`src/rtl/idst7_pkg.sv`:
```
// idst7_pkg: shared definitions for the 4-point inverse DST-VII pipeline.
//   - K29/K55/K74/K84 : DST-VII 4x4 kernel magnitudes
//   - DEF_IN_W/DEF_OUT_W : default coefficient / residual widths
//   - ACC_W : accumulator width for the default input width
//   - coef_t/res_t/acc_t : signed datatypes for the default configuration
//   - sat_s64() : clip a signed value into a w-bit two's complement range
package idst7_pkg;

  localparam int K29 = 29;
  localparam int K55 = 55;
  localparam int K74 = 74;
  localparam int K84 = 84;

  localparam int DEF_IN_W  = 16;
  localparam int DEF_OUT_W = 16;

  // Worst-case |sum| is 242 * 2^(IN_W-1); IN_W+10 bits covers it with margin.
  localparam int ACC_W = DEF_IN_W + 10;

  typedef logic signed [DEF_IN_W-1:0]  coef_t;
  typedef logic signed [DEF_OUT_W-1:0] res_t;
  typedef logic signed [ACC_W-1:0]     acc_t;

  // Saturate v into [-2^(w-1), 2^(w-1)-1].
  function automatic logic signed [63:0] sat_s64(input logic signed [63:0] v,
                                                 input int w);
    logic signed [63:0] hi;
    logic signed [63:0] lo;
    hi = (64'sd1 <<< (w - 1)) - 64'sd1;
    lo = -(64'sd1 <<< (w - 1));
    if (v > hi)
      return hi;
    else if (v < lo)
      return lo;
    else
      return v;
  endfunction

endpackage

```
`src/rtl/idst7_4_sau.sv`:
```
// idst7_4_sau: shift-add multiple generator for one coefficient.
//   c   : signed coefficient (IN_W bits)
//   x29 : 29*c  x55 : 55*c  x74 : 74*c  x84 : 84*c  (IN_W+7 bits, signed)
// Purely combinational; no multipliers are inferred.
module idst7_4_sau #(
  parameter  int IN_W = 16,
  localparam int P_W  = IN_W + 7
) (
  input  logic signed [IN_W-1:0] c,
  output logic signed [P_W-1:0]  x29,
  output logic signed [P_W-1:0]  x55,
  output logic signed [P_W-1:0]  x74,
  output logic signed [P_W-1:0]  x84
);

  logic signed [P_W-1:0] ce;

  assign ce = {{7{c[IN_W-1]}}, c};

  // 29 = 32 - 2 - 1, 55 = 64 - 8 - 1, 74 = 64 + 8 + 2, 84 = 64 + 16 + 4
  assign x29 = (ce <<< 5) - (ce <<< 1) - ce;
  assign x55 = (ce <<< 6) - (ce <<< 3) - ce;
  assign x74 = (ce <<< 6) + (ce <<< 3) + (ce <<< 1);
  assign x84 = (ce <<< 6) + (ce <<< 4) + (ce <<< 2);

endmodule

```
`src/rtl/idst7_4_pipe.sv`:
```
// idst7_4_pipe: 4-point inverse DST-VII, two pipeline stages.
//   clk, rst           : clock, synchronous active-high reset
//   in_valid/in_ready  : input handshake for coef[3:0] (c0 = coef[0])
//   out_valid/out_ready: output handshake for res[3:0] (r0 = res[0])
// S1 registers the 16 kernel multiples; S2 sums, rounds, shifts and clips.
module idst7_4_pipe
  import idst7_pkg::*;
#(
  parameter int SHIFT = 7,
  parameter int IN_W  = DEF_IN_W,
  parameter int OUT_W = DEF_OUT_W
) (
  input  logic                  clk,
  input  logic                  rst,
  input  logic                  in_valid,
  output logic                  in_ready,
  input  logic [3:0][IN_W-1:0]  coef,
  output logic                  out_valid,
  input  logic                  out_ready,
  output logic [3:0][OUT_W-1:0] res
);

  localparam int P_W = IN_W + 7;
  localparam int A_W = IN_W + 10;
  localparam int RND_I = (SHIFT > 0) ? (1 << ((SHIFT > 0) ? (SHIFT - 1) : 0)) : 0;
  localparam logic signed [A_W-1:0] RND = A_W'(RND_I);

  logic signed [P_W-1:0] p29 [4];
  logic signed [P_W-1:0] p55 [4];
  logic signed [P_W-1:0] p74 [4];
  logic signed [P_W-1:0] p84 [4];

  logic signed [P_W-1:0] m29_reg [4];
  logic signed [P_W-1:0] m55_reg [4];
  logic signed [P_W-1:0] m74_reg [4];
  logic signed [P_W-1:0] m84_reg [4];

  logic signed [A_W-1:0] e29 [4];
  logic signed [A_W-1:0] e55 [4];
  logic signed [A_W-1:0] e74 [4];
  logic signed [A_W-1:0] e84 [4];

  logic signed [A_W-1:0]   sum [4];
  logic signed [A_W-1:0]   sh_val [4];
  logic signed [63:0]      wide [4];
  logic [OUT_W-1:0]        res_next [4];
  logic [OUT_W-1:0]        res_reg [4];

  logic s1_valid_reg;
  logic out_valid_reg;
  logic en;

  // S2 may advance whenever its current content is gone or leaving now.
  assign en        = !out_valid_reg || out_ready;
  assign in_ready  = en || !s1_valid_reg;
  assign out_valid = out_valid_reg;

  for (genvar gi = 0; gi < 4; gi++) begin : g_lane
    idst7_4_sau #(.IN_W(IN_W)) u_sau (
      .c   (coef[gi]),
      .x29 (p29[gi]),
      .x55 (p55[gi]),
      .x74 (p74[gi]),
      .x84 (p84[gi])
    );

    assign e29[gi] = A_W'(m29_reg[gi]);
    assign e55[gi] = A_W'(m55_reg[gi]);
    assign e74[gi] = A_W'(m74_reg[gi]);
    assign e84[gi] = A_W'(m84_reg[gi]);

    // Arithmetic shift floors; clipping happens after the shift.
    assign sh_val[gi]   = (sum[gi] + RND) >>> SHIFT;
    assign wide[gi]     = sat_s64(64'(sh_val[gi]), OUT_W);
    assign res_next[gi] = wide[gi][OUT_W-1:0];
    assign res[gi]      = res_reg[gi];
  end

  // Transposed kernel: column j of T gives residual j.
  always_comb begin
    sum[0] = e29[0] + e74[1] + e84[2] + e55[3];
    sum[1] = e55[0] + e74[1] - e29[2] - e84[3];
    sum[2] = e74[0] - e74[2] + e74[3];
    sum[3] = e84[0] - e74[1] + e55[2] - e29[3];
  end

  always_ff @(posedge clk) begin
    if (rst) begin
      s1_valid_reg  <= 1'b0;
      out_valid_reg <= 1'b0;
      for (int i = 0; i < 4; i++) begin
        m29_reg[i] <= '0;
        m55_reg[i] <= '0;
        m74_reg[i] <= '0;
        m84_reg[i] <= '0;
        res_reg[i] <= '0;
      end
    end else begin
      // S1 loads on input handshake; otherwise it empties when S2 takes it.
      if (in_valid && in_ready) begin
        s1_valid_reg <= 1'b1;
        for (int i = 0; i < 4; i++) begin
          m29_reg[i] <= p29[i];
          m55_reg[i] <= p55[i];
          m74_reg[i] <= p74[i];
          m84_reg[i] <= p84[i];
        end
      end else if (en) begin
        s1_valid_reg <= 1'b0;
      end

      // res only changes when a valid vector moves in, so it stays put
      // while stalled and after the last output.
      if (en) begin
        out_valid_reg <= s1_valid_reg;
        if (s1_valid_reg) begin
          for (int i = 0; i < 4; i++)
            res_reg[i] <= res_next[i];
        end
      end
    end
  end

endmodule

```
`config.mk`:
```
export PLATFORM = sky130hd
export DESIGN_NAME = idst7_4_pipe
export DESIGN_NICKNAME = d
export VERILOG_FILES = /design/src/rtl/idst7_pkg.sv /design/src/rtl/idst7_4_sau.sv /design/src/rtl/idst7_4_pipe.sv
export SDC_FILE = /design/constraint.sdc
export NUM_CORES = 2
export LEC_CHECK = 0
export ABC_CLOCK_PERIOD_IN_PS = 22100
export CAP_MARGIN = 20
export CORE_ASPECT_RATIO = 1.4
export CORE_MARGIN = 4
export CORE_UTILIZATION = 40
export DETAILED_ROUTE_END_ITERATION = 7
export SYNTH_ARGS = -nofsm -noshare
export SYNTH_HDL_FRONTEND = slang
export SYNTH_HIERARCHICAL = 1
export SYNTH_SLANG_ARGS = --single-unit
```
`constraint.sdc`:
```
create_clock -name clk -period 22.1 [get_ports clk]
set_clock_uncertainty 0.05 [all_clocks]
set_input_delay 4.42 -clock clk [delete_from_list [all_inputs] [get_ports clk]]
set_output_delay 4.42 -clock clk [all_outputs]
set_load 0.05 [all_outputs]
```
==> key figures <==
Global route
  • Global route hottest layer: met2
  • GRT Util Overall: about a fifth
  • Vias in the first global route: approximately 27000
  • Total congestion overflow: 0
  • Met2 usage: about 36%
  • Largest net degree at the start of global routing: ~250
  • Met1 usage: between 20% and 30%
  • Initial antenna violation count: 2
  • First-pass GRT wire length: between 150000 and 200000 um
  • Met3 Use GR: roughly 1.6%

Clocking
  • Clk slew on worst S/H paths: ~0.07 ns
  • Clk Latency, worst-skew pair: about 0.59 ns
  • Post-CTS setup repair buffer count: 0
  • CTS tree: built
  • CTS buffer count: just over 40
  • Clock Path Buffers: 3
  • Resized Gates After CTS: 0
  • Hold buffers post-CTS: 0
  • Num Clock Sinks: 365
  • Clock Tree Root: clkbuf_16
  • H-Tree Depth: 2

Worst setup path
  • Crit path DAT: around 5.9 ns
  • Cell repeated most along the worst path: clkdlybuf4s50_1
  • Slowest stage delay, CP: about 0.71 ns
  • Largest delay share family, worst path: buffers and inverters
  • Crit path kind: in -> out
  • Worst endpoint required time: 17.63 ns
  • Critical path's slowest cell: clkdlybuf4s50_1
  • CP startpoint kind: input pin
  • Critical Path, Cell by Cell: clkdlybuf4s50_1 > nor2b_1 > nand2_1 > clkdlybuf4s50_1
  • CP max FO: 4
  • Buf/Inv on CP: 2
  • Crit. End Element: output pin

Yosys
  • Syn avg cell area: ~10 sq um
  • Synth warnings: 6
  • Gate Count Post-Synth: about 3700
  • Synthesized area: about 38000 sq um

Finish
  • Sequential Area: around 11000 sq um
  • # fillers: 9036
  • Max FFs per register: 92
  • Layout cells sized above 1: 4.57%
  • Area Growth Syn to Fin: 10.1%
  • Final nets: 4600
  • Area of the multi-input gates: ~25000 sq um

STA
  • Worst slew pin tran: 1.10 ns
  • Slew headroom: a little over a quarter
  • RSZ-0062 raised after global routing: false
  • Tmin final: 10.33 ns
  • Max Freq: a little under 0.1 GHz
  • Setup TNS: 0 ns
  • Final setup vio count: 0
  • Fin crit share: a little under half
  • Max-slew violations: 0
  • Final hold vios: 0
  • Hold WS: slightly below 0.5 ns

Drt
  • Drt drc: 0
  • DR pass1 iterations: 5
  • Routed WL per cell: 20.9 um
  • Via Count: around 26000
  • DRT Wirelength: about 100000 um
  • Drt initial violations: about 1600
  • Vias per std cell: 5.29
  • DRT antenna net count: 0

Floorplan
  • Die Wd: between 200 and 300 um
  • Die Ht: ~370 um
  • Effective utilization at floorplan: 40.4%
  • DIE AREA: around 100000 sq um
  • # IOs: 134
  • # rows: 133
  • Core Region: between 90000 and 100000 sq um

Pwr
  • Peak supply drop: just under 0.07 mV
  • Cell Pwr Density: roughly 110 nW/um^2
  • Pleak: 0.0186 uW

Placed design
  • Port Buffers: about 130
  • GPL Wtd Cong: slightly above 0.9
  • Dpl hpwl: between 80000 and 90000 um

Run
  • Max-cap violations: 0

Status
  • Status: complete, no violations

Worst hold path
  • HP Class: reg -> reg
[path summary, 6_finish.rpt]
path	to	slack [ns]	depth (start not counted)	from
setup / recovery	in_ready	11.77	4	out_ready
hold reg to reg	out_valid	0.48	2	s1_valid_reg
setup reg to reg	res_reg[3][12]	16.72	15	m84_reg[0][11]
hold / removal	out_valid	0.48	2	s1_valid_reg
[worst min-delay path, cell delays in order, from the launching register on]
cell     delay, ns
dfxtp_1       0.34
nor2_1        0.11
nor2_1        0.05
[area by class of cell]
type,instances,area share [%]
multi-input combinational,2746,59.4
clock buffer,45,2.58
clock inverter,29,0.689
inverter,443,3.97
antenna,3,0.0179
timing repair buffer,156,3.62
tap,1215,3.62
sequential,365,26.1
[report_power, final]
part	leakage [uW]	switching (uW)	total (uW)	internal, uW
registers	0.00398	75.4	975	900
logic	0.0140	1670	2790	1120
clock network	0.000666	305	711	406
total	0.0186	2050	4480	2430
[routing by layer]
layer | up-vias | wire length [um]
met5 | - | 0
li1 | 12900 | -
met2 | 505 | 51600
met1 | 12900 | 44500
met3 | 146 | 3110
met4 | 0 | 5230
[per-stage QoR]
stage	power, uW	cell area [sq um]	util [%]	cells	setup WS, ns
final	4480	41900	44.5	5002	11.77
after floorplan	3060	38100	-	3667	9.57
after global routing	4860	41900	44.5	5000	11.65
after CTS	4500	41900	44.5	4999	11.77
after global placement	3750	40600	43.1	4925	11.74
after detailed placement	3760	40600	43.1	4925	11.78
[cell usage in the layout (no fill, tap or decap), types with 28 or more instances in the layout]
cell type	count
a21o_1	132
clkdlybuf4s50_1	133
and3_1	34
xnor2_1	173
nor2_1	143
o21bai_1	28
nand3_1	75
o21a_1	45
ha_1	458
fa_1	321
edfxtp_1	363
clkbuf_16	43
and2_1	313
xor2_1	85
nand4_1	41
nand2_1	130
o21ai_0	99
a31oi_1	29
a21oi_1	228
nor3_1	48
inv_1	442
Power figures use the tool's default switching activity.
